==> src/rtl/fpu_pkg.sv <==
// Shared floating-point types and defaults for the fmul/fadd/fdiv issue blocks.
package fpu_pkg;

   typedef struct packed {
      logic        sign;
      logic [7:0]  exp;
      logic [22:0] frac;
   } float32_t;

   localparam int FMUL_LATENCY_DEFAULT = 2;
   localparam int TAG_W_DEFAULT        = 4;

   typedef struct packed {
      float32_t                 op1;
      float32_t                 op2;
      logic [TAG_W_DEFAULT-1:0] tag;
   } fmul_req_t;

endpackage

==> src/rtl/fpu_result_fifo.sv <==
// Synchronous result FIFO with occupancy output; head is read combinationally.
// Pushes into a full FIFO and pops from an empty one are ignored.
module fpu_result_fifo #(
   parameter int DEPTH = 4,
   parameter int WIDTH = 36
) (
   input  logic                       clk,
   input  logic                       reset,
   input  logic                       push,
   input  logic [WIDTH-1:0]           push_data,
   input  logic                       pop,
   output logic [WIDTH-1:0]           pop_data,
   output logic [$clog2(DEPTH):0]     count
);

   localparam int AW = $clog2(DEPTH);

   logic [WIDTH-1:0] mem [DEPTH];
   logic [AW-1:0]    wr_ptr;
   logic [AW-1:0]    rd_ptr;
   logic             do_push;
   logic             do_pop;

   assign do_push  = push && (count != (AW+1)'(DEPTH));
   assign do_pop   = pop && (count != '0);
   assign pop_data = mem[rd_ptr];

   // Storage write; contents need no reset because count gates visibility.
   always_ff @(posedge clk) begin
      if (do_push) mem[wr_ptr] <= push_data;
   end

   // Pointers wrap naturally at DEPTH (power of two); count tracks occupancy.
   always_ff @(posedge clk) begin
      if (reset) begin
         wr_ptr <= '0;
         rd_ptr <= '0;
         count  <= '0;
      end else begin
         if (do_push) wr_ptr <= wr_ptr + 1'b1;
         if (do_pop)  rd_ptr <= rd_ptr + 1'b1;
         case ({do_push, do_pop})
            2'b10:   count <= count + 1'b1;
            2'b01:   count <= count - 1'b1;
            default: count <= count;
         endcase
      end
   end

endmodule

==> src/rtl/fmul_issue.sv <==
// Valid/ready issue front end for the fixed-latency fmul pipeline.
// Operands are registered toward fmul, a valid/tag shift register tracks the
// pipeline, and results land in an output FIFO. Issue is credit-limited so the
// FIFO can never overflow. Optional perf counters: FMUL_ISSUE_PERF_EN.
module fmul_issue
   import fpu_pkg::*;
#(
   parameter int LATENCY = FMUL_LATENCY_DEFAULT,
   parameter int TAG_W   = TAG_W_DEFAULT,
   parameter int DEPTH   = 4
) (
   input  logic              clk,
   input  logic              reset,
   input  logic              in_valid,
   output logic              in_ready,
   input  logic [31:0]       in_op1,
   input  logic [31:0]       in_op2,
   input  logic [TAG_W-1:0]  in_tag,
   output logic [31:0]       fmul_op1,
   output logic [31:0]       fmul_op2,
   input  logic [31:0]       fmul_result,
   output logic              out_valid,
   input  logic              out_ready,
   output logic [31:0]       out_result,
   output logic [TAG_W-1:0]  out_tag
`ifdef FMUL_ISSUE_PERF_EN
   ,
   output logic [31:0]       perf_issued,
   output logic [31:0]       perf_stall
`endif
);

   localparam int CW = $clog2(DEPTH) + 1;

   float32_t           op_a;
   float32_t           op_b;
   logic [LATENCY-1:0] pipe_v;
   logic [TAG_W-1:0]   pipe_tag [LATENCY];
   logic [CW-1:0]      inflight;
   logic [CW-1:0]      occ;
   logic [CW:0]        credit_used;
   logic               accept;
   logic               pop;
   logic [31+TAG_W:0]  head;

   assign fmul_op1 = op_a;
   assign fmul_op2 = op_b;

   // Count ops currently inside the fmul pipeline.
   always_comb begin
      inflight = '0;
      for (int i = 0; i < LATENCY; i++) inflight = inflight + CW'(pipe_v[i]);
   end

   // Credit uses only registered state, so in_ready has no path from in_valid/out_ready.
   assign credit_used = {1'b0, inflight} + {1'b0, occ};
   assign in_ready    = !reset && (credit_used < (CW+1)'(DEPTH));
   assign accept      = in_valid && in_ready;

   // Operand registers feeding fmul; held when nothing is issued.
   always_ff @(posedge clk) begin
      if (reset) begin
         op_a <= '0;
         op_b <= '0;
      end else if (accept) begin
         op_a <= in_op1;
         op_b <= in_op2;
      end
   end

   // Valid/tag shadow of the fmul pipeline; advances every cycle, never stalls.
   always_ff @(posedge clk) begin
      if (reset) begin
         pipe_v <= '0;
         for (int i = 0; i < LATENCY; i++) pipe_tag[i] <= '0;
      end else begin
         pipe_v[0]   <= accept;
         pipe_tag[0] <= accept ? in_tag : '0;
         for (int i = 1; i < LATENCY; i++) begin
            pipe_v[i]   <= pipe_v[i-1];
            pipe_tag[i] <= pipe_tag[i-1];
         end
      end
   end

   assign out_valid  = (occ != '0);
   assign pop        = out_valid && out_ready;
   assign out_result = head[TAG_W +: 32];
   assign out_tag    = head[TAG_W-1:0];

   fpu_result_fifo #(
      .DEPTH (DEPTH),
      .WIDTH (32 + TAG_W)
   ) u_fifo (
      .clk       (clk),
      .reset     (reset),
      .push      (pipe_v[LATENCY-1]),
      .push_data ({fmul_result, pipe_tag[LATENCY-1]}),
      .pop       (pop),
      .pop_data  (head),
      .count     (occ)
   );

`ifdef FMUL_ISSUE_PERF_EN
   // Issue and stall event counters; wrap at 2^32.
   always_ff @(posedge clk) begin
      if (reset) begin
         perf_issued <= '0;
         perf_stall  <= '0;
      end else begin
         if (accept)                 perf_issued <= perf_issued + 32'd1;
         if (in_valid && !in_ready)  perf_stall  <= perf_stall + 32'd1;
      end
   end
`endif

endmodule

==> config.mk <==
export PLATFORM = sky130hd
export DESIGN_NAME = fmul_issue
export DESIGN_NICKNAME = d
export VERILOG_FILES = /design/src/rtl/fpu_pkg.sv /design/src/rtl/fpu_result_fifo.sv /design/src/rtl/fmul_issue.sv
export SDC_FILE = /design/constraint.sdc
export NUM_CORES = 1
export LEC_CHECK = 0
export ABC_AREA = 0
export BUFFER_PORTS_ARGS = -buffer_cell sky130_fd_sc_hd__buf_2
export CAP_MARGIN = 30
export CELL_PAD_IN_SITES_DETAIL_PLACEMENT = 0
export CELL_PAD_IN_SITES_GLOBAL_PLACEMENT = 1
export CORE_AREA = 2 2 150 137
export DETAILED_ROUTE_END_ITERATION = 10
export DIE_AREA = 0 0 152 139
export GPL_TIMING_DRIVEN = 0
export PLACE_DENSITY_LB_ADDON = 0.15
export SLEW_MARGIN = 10
export SYNTH_ARGS = -nofsm -noshare
export SYNTH_HDL_FRONTEND = slang
export SYNTH_HIERARCHICAL = 1
export SYNTH_SLANG_ARGS = --single-unit
export TNS_END_PERCENT = 100
==> constraint.sdc <==
create_clock -name clk -period 3.1 [get_ports clk]
set_clock_uncertainty 0.15 [all_clocks]
set_input_delay 0.155 -clock clk [delete_from_list [all_inputs] [get_ports clk]]
set_output_delay 0.155 -clock clk [all_outputs]
set_load 0.005 [all_outputs]
==> results_dict.tcl <==
set metrics [dict create \
    netlist.top_cell.by_area "sky130_fd_sc_hd__edfxtp_1" \
    root_buffer_selected_by_cts "sky130_fd_sc_hd__clkbuf_16" \
    final.setup.tns_ns 0 \
    die-area_sq_mm 0.02113 \
    ys_top_cells_by_area "sky130_fd_sc_hd__edfxtp_1 51%, sky130_fd_sc_hd__dfxtp_1 20%, sky130_fd_sc_hd__mux2_2 8.6%" \
    place_hpwl_um 10980 \
    area_delta_synth_final_pct 38.31 \
    tritoncts "done" \
    grt_overflow_total 0 \
    worst-endpoint-arrival_ns 2.71 \
    synth-async-reset-ratio 0 \
    fraction_of_final_layout_cells_with_drive_strength_greater_than_1 0.4381 \
    design.final.nets 917 \
    drt-pass1-iter-count 4 \
    grt_setup_unrepaired "false" \
    synth-edff-count 144 \
    seq_area_frac_synth 0.7033 \
    drt_iter0_drc 165 \
    numPortBuffers 205 \
    cts_made_buffers 25 \
    starting_utilization_of_the_core_area 0.4324 \
    tightestPinTransition_ns 0.4672 \
    final-instance-count-excl-fill 1079 \
    top_area_cell_type_share_of_the_netlist_area 0.5081 \
    relSlewSlack 0.6872 \
    worst_hold_path.num_cells 3 \
    crit_path_launch_type "flip-flop" \
    detail-route-antenna-nets 0 \
    height_of_the_die_um 139 \
    clock-sinks 227 \
    area.sequential_sq_mm 0.005986 \
    netlist_area_sq_mm 0.008511 \
    mappedNetlistNets 581 \
    timing.critical_path.to_type "flip-flop" \
    pwr_per_cell_area_mw_per_mm2 574.5 \
    highest_net_fanout_along_the_worst_path 7 \
    fp.dieW_um 152 \
    fmaxAchievable_ghz 0.4126 \
    cp.required_ns 3.38 \
    route.met3.wl_um 1140 \
    clk-insertion-delay-late_ns 0.51 \
    pin_count 206 \
    rr_endpoint "u_fifo/count[2]" \
    static-leakage-power_nw 4.621 \
    report.final.setup_viol 0 \
    timing.reg2reg.worst_path_depth 9 \
    hold_end "u_fifo/count[1]" \
    finalWeightedCongestion 0.7423 \
    yosysWarningCount 6 \
    post-cts-setup-buffer-count 0 \
    timing_hold_violations_final 0 \
    cts_max_level 1 \
    top_signal_layer_used "met4" \
    numPlacedInstances 934 \
    drt_drc 0 \
    met2WireLength_um 8674 \
    status "finished, final reports clean" \
    drv.max_cap_violation_count 0 \
    antenna_found_initial 0 \
    detail_route.wirelength_um 17530 \
    routedLengthMet1_um 7318 \
    fillers 1481 \
    timing.reg2reg.setup_slack_ns 0.68 \
    fp.coreArea_sq_mm 0.01968 \
    r2r_start "u_fifo/count[2]" \
    grt_start_max_net_pins 30 \
    slew_violations 0 \
    row_count 49 \
    vdd_ir_drop_max_v 0.0004551 \
    synth.lib_cells_used.distinct 30 \
    synth_seq_cells 227 \
    clkSlewWorstSetupHoldPaths_ns 0.06 \
    syn_area_per_cell_sq_um 18.11 \
    grtUsageTotal 0.1637 \
    vias 5092 \
    routed_via_density 4.719 \
    antenna_cells 0 \
    final_period_minus_worst_setup_slack_ns 2.424 \
    worstHoldStart "reset" \
    cts-root-to-sink-buffers 3 \
    grt_pass1_wl_um 28150 \
    synth_ff_type "sky130_fd_sc_hd__edfxtp_1" \
    first_global_vias 5631 \
    synthesis.instances 470 \
    routed_wire_length_per_instance_um 16.24 \
    final_min_period_over_clock_period 0.7819 \
    multi_input_area_sq_mm 0.002338 \
    timing.setup.critical_path_class "flip-flop to flip-flop" \
    class_of_the_tightest_hold_or_removal_check "input pin to flip-flop" \
]
[worst max-delay path by stage]
stage,end,start,slack (ns),cells past startpoint
after floorplan,u_fifo/count[2],u_fifo/count[2],0.87,9
after global placement,u_fifo/mem[0][18],u_fifo/count[1],0.09,3
after detailed placement,u_fifo/count[2],u_fifo/count[2],0.67,9
after CTS,u_fifo/count[2],u_fifo/count[2],0.65,9
after global routing,u_fifo/count[2],u_fifo/count[2],0.50,9
final,u_fifo/count[2],u_fifo/count[2],0.68,9
[power by group]
group | switching (mW) | total [mW] | internal, mW
Combinational | 0.191 | 0.497 | 0.306
Clock | 1.13 | 2.92 | 1.79
Sequential | 0.0377 | 3.34 | 3.31
Total | 1.36 | 6.76 | 5.41
[Yosys cell counts, drive strengths merged (2+ instances only)]
| cell type | n |
|---|---|
| dfxtp | 83 |
| clkbuf | 9 |
| nor2b | 69 |
| a21oi | 2 |
| xor2 | 3 |
| and2 | 9 |
| nor2 | 9 |
| buf | 14 |
| inv | 7 |
| nand2b | 2 |
| ha | 6 |
| mux4 | 36 |
| edfxtp | 144 |
| or3 | 2 |
| mux2 | 65 |
[what timing repair did]
item                                   in CTS  in global routing
resized for setup                           0                  0
hold buffers                              100                  0
setup endpoints to repair                   0                  0
endpoints found under the hold margin     196                  0
[placed cells by master (no fill, tap or decap), types with 9 or more instances in the layout]
master,count
sky130_fd_sc_hd__mux2_2,65
sky130_fd_sc_hd__nor2b_1,69
sky130_fd_sc_hd__buf_2,213
sky130_fd_sc_hd__dlygate4sd3_1,100
sky130_fd_sc_hd__dfxtp_1,83
sky130_fd_sc_hd__clkbuf_1,13
sky130_fd_sc_hd__clkbuf_16,26
sky130_fd_sc_hd__edfxtp_1,144
sky130_fd_sc_hd__mux4_2,30
sky130_fd_sc_hd__nor2_1,9
[logic make-up after synthesis]
logic type               synth area share
flip-flops                         0.7033
multiplexers                       0.1851
AND/OR/NAND/NOR                   0.06645
buffers and inverters             0.02249
AO/OA/AOI/OAI                    0.007351
adder cells (fa/ha/maj)           0.01117
XOR/XNOR                         0.004117
[routing by layer]
metal / vias to the layer above / track usage
li1: 2431 / -
met1: 2471 / 0.1969
met2: 161 / 0.2888
met3: 29 / 0.04594
met4: 0 / 0.04722
met5: - / 0
[cell type report]
cell class / count / area share
Inverter: 7 / 0.002232
Tap cell: 255 / 0.02710
Timing Repair Buffer: 309 / 0.1790
Buffer: 23 / 0.01403
Clock inverter: 10 / 0.008929
Clock buffer: 35 / 0.06154
Sequential cell: 227 / 0.5085
Multi-Input combinational cell: 213 / 0.1987
[state kept, by name, summed over array words and instances, names as in the netlist, named ones only]
register,flops
u_fifo/rd_ptr,2
fmul_op1,32
u_fifo/count,3
u_fifo/mem,144
fmul_op2,32
pipe_v,2
pipe_tag,8
u_fifo/wr_ptr,2
[per-stage QoR]
| stage | hold slack, ns | setup slack (ns) | instance area (sq um) | util | power, mW |
|---|---|---|---|---|---|
| 4_1_cts | 0.07219 | 0.6467 | 11770 | 0.5981 | 6.846 |
| 3_5_place_dp | 0.2083 | 0.6687 | 9941 | 0.5051 | 3.805 |
| 3_3_place_gp | 0.2134 | 0.08737 | 9856 | 0.5008 | 3.784 |
| 6_report | 0.09200 | 0.6761 | 11770 | 0.5981 | 6.763 |
| 5_1_grt | 0.1439 | 0.4976 | 11770 | 0.5981 | 7.016 |
| 2_1_floorplan | 0.1039 | 0.8713 | 8511 | - | 3.595 |
[critical path, stage by stage, from the launching register on]
cell and delay [ns]:
sky130_fd_sc_hd__dfxtp_1 0.47, sky130_fd_sc_hd__or3_1 0.17, sky130_fd_sc_hd__and2_1 0.17, sky130_fd_sc_hd__o31a_1 0.18, sky130_fd_sc_hd__ha_1 0.19, sky130_fd_sc_hd__inv_1 0.06, sky130_fd_sc_hd__fa_1 0.37, sky130_fd_sc_hd__xor2_1 0.16
sky130_fd_sc_hd__or3_1 0.31, sky130_fd_sc_hd__a21oi_1 0.14
No activity file was read; power rests on OpenSTA's default activity.
